--- src/rtl/alu_bist_pkg.sv ---
// rtl/alu_bist_pkg.sv - shared types and constants for the ALU self-test block
package alu_bist_pkg;

    typedef enum logic [1:0] {
        IDLE = 2'd0,
        RUN  = 2'd1,
        DONE = 2'd2
    } state_t;

    localparam logic [31:0] DEFAULT_TAPS = 32'h8020_0003;
    localparam logic [31:0] ALU_B_MASK   = 32'h5A5A_5A5A;

    // Operand-B scramble mask bit for any operand width; the 32-bit pattern repeats.
    function automatic logic mask_bit(input int idx);
        return ALU_B_MASK[5'(idx % 32)];
    endfunction

endpackage

--- src/rtl/bist_lfsr.sv ---
// rtl/bist_lfsr.sv - Galois shift register with load, enable and parallel XOR input
// Right-shifting it is a pattern generator; left-shifting with din it is a MISR.
module bist_lfsr
    import alu_bist_pkg::*;
#(
    parameter int               WIDTH      = 32,
    parameter logic [WIDTH-1:0] TAPS       = WIDTH'(DEFAULT_TAPS),
    parameter bit               SHIFT_LEFT = 1'b0,
    parameter logic [WIDTH-1:0] RESET_VAL  = '0
) (
    input  logic             clk,
    input  logic             rst,
    input  logic             load,
    input  logic [WIDTH-1:0] load_val,
    input  logic             en,
    input  logic [WIDTH-1:0] din,
    output logic [WIDTH-1:0] q
);

    logic [WIDTH-1:0] shifted;

    always_comb begin
        shifted = '0;
        if (SHIFT_LEFT) begin
            shifted = {q[WIDTH-2:0], 1'b0} ^ (q[WIDTH-1] ? TAPS : '0);
        end else begin
            shifted = {1'b0, q[WIDTH-1:1]} ^ (q[0] ? TAPS : '0);
        end
    end

    always_ff @(posedge clk or posedge rst) begin
        if (rst) begin
            q <= RESET_VAL;
        end else if (load) begin
            q <= load_val;
        end else if (en) begin
            q <= shifted ^ din;
        end
    end

endmodule

--- src/rtl/alu_bist.sv ---
// rtl/alu_bist.sv - ALU self-test initiator: LFSR operand sweep, MISR response compaction
module alu_bist
    import alu_bist_pkg::*;
#(
    parameter int               WIDTH    = 32,
    parameter int               SEL_SZ   = 4,
    parameter int               NUM_OPS  = 10,
    parameter int               PATTERNS = 16,
    parameter logic [WIDTH-1:0] SEED     = WIDTH'(32'h0000_0001),
    parameter logic [WIDTH-1:0] TAPS     = WIDTH'(DEFAULT_TAPS),
    parameter logic [WIDTH-1:0] GOLDEN   = '0
) (
    input  logic              clk,
    input  logic              rst,
    input  logic              start,
    output logic [WIDTH-1:0]  alu_a,
    output logic [WIDTH-1:0]  alu_b,
    output logic [SEL_SZ-1:0] alu_sel,
    input  logic [WIDTH-1:0]  alu_out,
    output logic              busy,
    output logic              done,
    output logic              pass,
    output logic [WIDTH-1:0]  signature
);

    localparam logic [WIDTH-1:0]  SEED_EFF = (SEED == '0) ? WIDTH'(1) : SEED;
    localparam int                PAT_W    = (PATTERNS > 1) ? $clog2(PATTERNS) : 1;
    localparam logic [SEL_SZ-1:0] LAST_SEL = SEL_SZ'(NUM_OPS - 1);
    localparam logic [PAT_W-1:0]  LAST_PAT = PAT_W'(PATTERNS - 1);
    localparam int                HALF     = WIDTH / 2;

    state_t           state;
    state_t           state_n;
    logic [PAT_W-1:0] pattern;
    logic [WIDTH-1:0] lfsr;
    logic [WIDTH-1:0] misr;
    logic [WIDTH-1:0] b_mask;
    logic             running;
    logic             launch;
    logic             wrap;
    logic             last;
    logic             advance;

    for (genvar i = 0; i < WIDTH; i++) begin : g_mask
        assign b_mask[i] = mask_bit(i);
    end

    always_comb begin
        running = (state == RUN);
        launch  = start && !running;
        wrap    = running && (alu_sel == LAST_SEL);
        last    = wrap && (pattern == LAST_PAT);
        advance = wrap && !last;
    end

    always_comb begin
        state_n = state;
        case (state)
            IDLE, DONE: if (start) state_n = RUN;
            RUN:        if (last)  state_n = DONE;
            default:    state_n = IDLE;
        endcase
    end

    always_ff @(posedge clk or posedge rst) begin
        if (rst) begin
            state <= IDLE;
        end else begin
            state <= state_n;
        end
    end

    // The final vector is held on the bus after completion, so the last edge does not advance.
    always_ff @(posedge clk or posedge rst) begin
        if (rst) begin
            alu_sel <= '0;
            pattern <= '0;
        end else if (launch) begin
            alu_sel <= '0;
            pattern <= '0;
        end else if (advance) begin
            alu_sel <= '0;
            pattern <= pattern + 1'b1;
        end else if (running && !wrap) begin
            alu_sel <= alu_sel + 1'b1;
        end
    end

    bist_lfsr #(
        .WIDTH      (WIDTH),
        .TAPS       (TAPS),
        .SHIFT_LEFT (1'b0),
        .RESET_VAL  (SEED_EFF)
    ) u_lfsr (
        .clk      (clk),
        .rst      (rst),
        .load     (launch),
        .load_val (SEED_EFF),
        .en       (advance),
        .din      ('0),
        .q        (lfsr)
    );

    bist_lfsr #(
        .WIDTH      (WIDTH),
        .TAPS       (TAPS),
        .SHIFT_LEFT (1'b1),
        .RESET_VAL  ('0)
    ) u_misr (
        .clk      (clk),
        .rst      (rst),
        .load     (launch),
        .load_val ('0),
        .en       (running),
        .din      (alu_out),
        .q        (misr)
    );

    // IDLE is only reachable through reset, so it marks "no test launched yet".
    assign alu_a     = (state == IDLE) ? '0 : lfsr;
    assign alu_b     = (state == IDLE) ? '0 : ({lfsr[HALF-1:0], lfsr[WIDTH-1:HALF]} ^ b_mask);
    assign busy      = running;
    assign done      = (state == DONE);
    assign pass      = done && (misr == GOLDEN);
    assign signature = misr;

endmodule

--- config.mk ---
export PLATFORM = sky130hd
export DESIGN_NAME = alu_bist
export DESIGN_NICKNAME = d
export VERILOG_FILES = /design/src/rtl/alu_bist_pkg.sv /design/src/rtl/bist_lfsr.sv /design/src/rtl/alu_bist.sv
export SDC_FILE = /design/constraint.sdc
export NUM_CORES = 1
export LEC_CHECK = 0
export ABC_AREA = 0
export CAP_MARGIN = 5
export CORE_ASPECT_RATIO = 0.75
export CORE_MARGIN = 8
export CORE_UTILIZATION = 43
export CTS_BUF_LIST = sky130_fd_sc_hd__clkbuf_2 sky130_fd_sc_hd__clkbuf_4 sky130_fd_sc_hd__clkbuf_8
export CTS_CLUSTER_SIZE = 8
export DETAILED_ROUTE_END_ITERATION = 6
export DONT_BUFFER_PORTS = 1
export SYNTH_ARGS = -nofsm -noshare
export SYNTH_HDL_FRONTEND = slang
export SYNTH_SLANG_ARGS = --single-unit
--- constraint.sdc ---
create_clock -name clk -period 4.1 [get_ports clk]
set_input_delay 0.41 -clock clk [delete_from_list [all_inputs] [get_ports clk]]
set_output_delay 0.41 -clock clk [all_outputs]
set_load 0.02 [all_outputs]
==> summary.txt, run 1 <==
Final layout
  • Final Util: approximately 45%
  • # nets final: 442
  • Diode count: 0
  • Fin area: 3960 um2
  • Share of post-route cells with drive strength above 1: between 7 and 8%
  • Non-Filler Instances: 520
  • Layout overhead on the synthesized area: 2.20%

STA
  • Clock skew: 0.00610 ns
  • Worst-Margin Slew: roughly 1.0 ns
  • Final Hold Vio Count: 0
  • Min Tclk post-route: approximately 3.0 ns
  • Final hold slack: about 0.12 ns
  • Crit share post-route: slightly above 70%
  • RSZ-0062 raised after global routing: false
  • Fmax: 337 MHz
  • Count of pins over their slew limit: 0
  • Final setup TNS: 0 ns
  • Max-Slew Margin vs Limit: 32.1%
  • Setup ws final: around 1.1 ns
  • Endpoints failing setup: 0

Yosys
  • Synthesized instance count: 423
  • Ys async rst share: 100%
  • Synth Flop Type: dfrtp_1
  • Sequential share of the synthesized area: between 40 and 50%
  • Most frequent cell after synthesis: dfrtp_1
  • Synthesized area per cell: 9.16 um2
  • Leading area contributor after synthesis: dfrtp_1
  • Number of enable flip-flop cells after synthesis: 0
  • Register bit count reported by yosys: 74
  • Cell variety after synth: 40
  • Ys Warns: 0
  • Share of the synthesized area in the top cell type: around 47%
  • Most frequent cells after synthesis: dfrtp_1 (73), nand2_1 (70), o21ai_0 (67)
  • Synth area leaders: dfrtp_1 (47%), o21ai_0 (8.7%), xnor2_1 (7.0%)
  • Syn Std Cell Area: between 3000 and 4000 um2

Route
  • WL per Instance: between 15 and 20 um
  • Antenna-violating nets left: 0
  • Routed wire length: ~8.8 mm
  • Initial drt markers: between 150 and 200
  • DR vias: ~2700
  • # DRC: 0
  • Via/cell ratio: about 5.2
  • Drt first pass iters: 4

Clocking
  • Post-CTS Resized: 0
  • Clock root buffer: clkbuf_8
  • Clock insertion delay at the later pin of the skew report: 0.34 ns
  • Worst-path clk slew: roughly 0.08 ns
  • Hold_buf cts: 0
  • CTS Buf Count: 9
  • H-tree depth: 3
  • CTS sink cnt: between 70 and 80
  • CTS tree: done
  • # Post-CTS Setup Buffers: 0
  • Max Root-Sink Buffers: 2

Power
  • Peak VDD IR: 0.000300 V
  • Total power: approximately 2.6 mW
  • Static Leak: ~1.7 nW
  • P per Cell Area: 667 nW/um2

Critical path
  • Arrival @ worst endpoint: roughly 2.6 ns
  • Peak fanout along the critical path: 4
  • Setup CP Type: reg -> out
  • Startpoint class of the critical path: flop
  • Most frequent cell on the critical path: nor4_1
  • WP data required: roughly 3.7 ns
  • Crit end category: output port
  • Slowest library cell on the worst path: nor4_1
  • Max incr delay on CP: 0.88 ns
  • FF-to-FF setup slack: around 1.7 ns
  • CP cell instances: nor4_1, nand4_1, nor4_1

Status
  • Status: completed

Place
  • Cell area after placement: between 3000 and 4000 um2
  • Gp weighted congestion: a little under 0.8
  • Placed insts: ~500
  • DP Worst Slack: about 1.5 ns
  • Post-DP HPWL: 6.32 mm
  • PortBufs: 0

Floorplan
  • Die footprint: approximately 12000 um2
  • DIE HEIGHT: between 90 and 100 um
  • Core area: between 8000 and 9000 um2
  • Die Width: around 130 um
  • Top-Level Pins: 138
  • Starting Density: 43.5%
  • # rows: 30

Flow run
  • Max-cap violations: 0

GRT
  • Largest net degree at the start of global routing: 70
  • First-pass GRT wire length: ~15 mm
  • Total Routing Usage GR: roughly 15%
  • Vias in the first global route: 2671
  • Initial antenna violation count: 0
  • Grt ovf: 0

Hold path
  • Worst Hold Class: in -> async
-- report_power, final --
group          internal (mW)  total (mW)  switching (mW)
Clock                  0.254       0.510           0.256
Combinational          0.275       0.634           0.358
Sequential             0.949        1.50           0.548
-- final timing paths --
check                           depth (start not counted)            to          from
worst min-delay path                                    1  u_misr.q[18]           rst
min in group clk                                        1    pattern[3]         start
worst min register to register                          1   u_lfsr.q[0]   u_lfsr.q[1]
worst max-delay path                                    3          pass  u_misr.q[10]
worst max register to register                          5  u_lfsr.q[15]    alu_sel[0]
max in group asynchronous                               2   u_lfsr.q[0]           rst
-- layout by cell type, fill, tap and decap left out, types with 2 or more instances in the layout --
| cell type | n |
|---|---|
| inv_1 | 6 |
| xor2_1 | 6 |
| nor2_1 | 12 |
| xnor2_1 | 31 |
| o31ai_1 | 2 |
| nor4_1 | 6 |
| buf_4 | 5 |
| nand3_1 | 35 |
| ha_1 | 4 |
| clkbuf_4 | 3 |
| nor3_1 | 2 |
| conb_1 | 16 |
| nor2b_1 | 32 |
| dfrtp_1 | 73 |
| a31oi_1 | 2 |
| nand2_1 | 70 |
| clkbuf_8 | 10 |
| o21ai_0 | 67 |
| clkinv_2 | 3 |
-- layer usage --
layer	wire [um]	track usage, %
met1	4050	18.9
met2	3970	22.3
met3	714	5.72
met4	98	4.48
met5	0	0
-- worst max-delay path, delay by kind of cell, from the launching register on --
kind          cells  cell delay [ns]
simple gates      3             1.72
flops             1             0.50
-- flip-flops by register name, summed over array words and instances, names as in the netlist --
register and cells:
pattern 4, state 2, alu_sel 4, u_misr.q 32, u_lfsr.q 32
-- layout make-up --
cell class	instances	area, um2
Tap cell	112	140
Fill cell	892	4940
Timing Repair Buffer	5	37.5
Clock buffer	13	160
Multi-Input combinational cell	306	1730
Clock inverter	3	15.0
Inverter	7	26.3
Sequential cell	74	1850
-- kinds of logic (layout without fill, tap and decap cells) --
family / after synthesis / count (layout) / share of synthesized area, %
buffers and inverters: 58 / 28 / 9.17
AO/OA/AOI/OAI: 77 / 77 / 10.6
flip-flops: 74 / 74 / 47.8
other: 1 / 16 / 0.0968
multiplexers: 2 / 2 / 0.549
AND/OR/NAND/NOR: 170 / 170 / 22.1
adder cells (fa/ha/maj): 4 / 4 / 1.29
XOR/XNOR: 37 / 37 / 8.37
Power figures use the tool's default switching activity.
==> inputs of run 2 (changes only) <==
==> constraint.sdc (replaced) <==
create_clock -name clk -period 2.73 [get_ports clk]
set_input_delay 0.273 -clock clk [delete_from_list [all_inputs] [get_ports clk]]
set_output_delay 0.273 -clock clk [all_outputs]
set_load 0.02 [all_outputs]
==> run 2 against run 1 <==
  * Final cell count rose by 0.38%
  * Worst hold slack worse by 0.090 ns
  * First-iteration DRC count increased by 18%
  * Clock power increased by 64%
  * Clock skew about the same
  * Core utilization increased by 0.79 points
  * Clock-buffer cell count fell by 1
  * Global-route usage shrank 0.16 points
  * Sequential power rose by 50%
  * Cell area grew 1.8%
  * Sequential share of layout area fell by 0.81 points
  * Flip-flop and latch count stayed put
  * Largest power group unchanged
==> summary.txt, run 2 (synthesis gave the netlist of run 1 again) <==
Final layout
  • Share of post-route cells with drive strength above 1: 7.56% (-0.037 points)
  • Area of the multi-input gates: 1730 um2 (unchanged)
  • Sequential Area: 1850 um2 (unchanged)
  • Non-Filler Instances: 522 (+0.38%)
  • Fillers: 871 (-2.4%)
  • Most frequent cells in the layout: dfrtp_1 (73), nand2_1 (70), o21ai_0 (67)
  • Diode count: 0 (unchanged)
  • # nets final: 445 (+0.68%)
  • Top flop regs: u_lfsr.q (32), u_misr.q (32)
  • Most common cell after layout, fill and taps aside: dfrtp_1
  • Fin area: 4030 um2 (+1.8%)
  • Layout overhead on the synthesized area: 4.01%

Power
  • Peak VDD IR: 0.000345 V (+15%)
  • Total power: 4.06 mW (+54%)
  • P per Cell Area: 1010 nW/um2 (+51%)
  • Static Leak: 1.69 nW (+1.6%)

STA
  • Crit share post-route: 86.0%
  • Fmax: between 400 and 500 MHz
  • Final Hold Vio Count: 0 (unchanged)
  • Clock skew: 0.00657 ns (+0.000471 ns)
  • Final setup TNS: 0 ns (unchanged)
  • Min Tclk post-route: 2.35 ns
  • RSZ-0062 raised after global routing: false
  • Count of pins over their slew limit: 0 (unchanged)
  • Worst-Margin Slew: 1.01 ns (-0.00238 ns)
  • Max-Slew Margin vs Limit: 32.3% (+0.16 points)
  • Endpoints failing setup: 0 (unchanged)

GRT
  • Vias in the first global route: 2628 (-1.6%)
  • Grt ovf: 0 (unchanged)
  • Initial antenna violation count: 0 (unchanged)
  • Total Routing Usage GR: 14.5% (-0.16 points)
  • Largest net degree at the start of global routing: 68 (-2.9%)
  • First-pass GRT wire length: 14.5 mm (-0.94%)

Route
  • Initial drt markers: 205 (+18%)
  • Routed wire length: 8.80 mm (-0.36%)
  • Antenna-violating nets left: 0 (unchanged)
  • # DRC: 0 (unchanged)
  • Via/cell ratio: 5.15 (-1.5%)
  • WL per Instance: 16.9 um (-0.74%)
  • Drt first pass iters: 4 (unchanged)
  • DR vias: 2688 (-1.1%)

Floorplan
  • Die Width: 126 um (unchanged)
  • Die footprint: 12300 um2 (unchanged)
  • Starting Density: 43.5% (unchanged)
  • DIE HEIGHT: 98.2 um (unchanged)
  • # rows: 30 (unchanged)
  • Top-Level Pins: 138 (unchanged)
  • Core area: 8900 um2 (unchanged)

Clocking
  • Worst-path clk slew: 0.07 ns (about the same)
  • Max Root-Sink Buffers: 2 (unchanged)
  • CTS sink cnt: 74 (unchanged)
  • Clock root buffer: clkbuf_8
  • CTS tree: done
  • CTS Buf Count: 9 (unchanged)
  • H-tree depth: 3 (unchanged)
  • Clock insertion delay at the later pin of the skew report: 0.34 ns (about the same)

Critical path
  • Crit end category: output port
  • Critical path's top delay family: simple AND/OR/NAND/NOR gates
  • Number of buffers and inverters on the critical path: 1 (+1)
  • R2R depth: 4 (-1)
  • CP Launch Point: u_misr.q[21]
  • WP data required: 2.46 ns (-1.23 ns)
  • Slowest library cell on the worst path: nor4_1
  • FF-to-FF setup slack: 0.88 ns (-0.82 ns)
  • Crit path depth: 4 (+1)
  • Arrival @ worst endpoint: 2.07 ns (-0.49 ns)
  • Most frequent cell on the critical path: nor4_1
  • Startpoint class of the critical path: flop
  • R2R Path End: alu_sel[0]
  • Setup CP Type: reg -> out
  • CP cell instances: nor4_1, nand4_1, nor4_1, buf_4
  • Peak fanout along the critical path: 4 (unchanged)
  • Max incr delay on CP: 0.58 ns (-0.30 ns)
  • Crit path capture: pass
  • RR Startpoint: state[1]

Place
  • Post-DP HPWL: 6.23 mm (-1.5%)
  • Placed insts: 505 (+0.20%)
  • PortBufs: 0 (unchanged)
  • Cell area after placement: 3820 um2 (+0.86%)
  • Gp weighted congestion: 0.739 (-4.0%)

Flow run
  • Max-cap violations: 0 (unchanged)

Status
  • Status: completed

Hold path
  • Worst Hold Class: in -> reg
  • Hold Crit Start: start
==> run 2: cell types whose count changed in the layout (fill, tap and decap cells not counted), sizes merged <==
cell,delta
buf,+1
clkinv,-1
dlygate4sd3,+2
bufinv,+1
clkbuf,-1
==> run 2: cell type report <==
class,count,area share [%]
Sequential cell,74,46.0
Multi-Input combinational cell,306,42.9
Clock inverter,3,0.994
Timing Repair Buffer,8,2.24
Tap cell,112,3.48
Clock buffer,12,3.79
Inverter,7,0.652
==> run 2: layer usage <==
layer / share of wire [%] / track usage, %
met5: 0 / 0
met2: 46 / 22.0
met1: 47 / 18.6
met3: 6.2 / 5.28
met4: 0.91 / 5.32
==> run 2: metrics by stage <==
stage,worst slack (ns),hold WS [ns],utilization (%)
global route,0.278,0.0151,45.3
floorplan,0.577,0.444,-
finish,0.382,0.0314,45.3
detailed placement,0.745,0.318,42.9
CTS,0.351,0.00805,45.3
global placement,0.718,0.320,42.9
==> run 2: timing repair <==
item,in CTS,in global routing
hold buffers,2,0
resized for setup,0,0
hold endpoints to repair,34,0
endpoints found under the setup margin,0,0
setup buffers,0,0
==> run 2: power by group <==
group	total (mW)	leakage (nW)	switching [mW]	internal, mW
Sequential	2.25	0.950	0.829	1.43
Combinational	0.964	0.638	0.542	0.423
Clock	0.838	0.103	0.378	0.460
==> run 2: worst min-delay path by stage <==
stage / endpoint / slack (ns) / cells after the start
3_5_place_dp: u_misr.q[19] / 0.32 / 1
6_report: state[1] / 0.03 / 1
2_1_floorplan: u_lfsr.q[0] / 0.44 / 1
4_1_cts: state[1] / 0.008 / 1
5_1_grt: u_misr.q[30] / 0.02 / 1
3_3_place_gp: u_misr.q[19] / 0.32 / 1
==> run 2: worst reg2reg max path, delay by kind of cell, from the launching register on <==
kind            cells  cell delay [ns]
mux                 1             0.31
compound gates      1             0.26
simple gates        1             0.33
flops               1             0.39
buf+inv             1             0.44
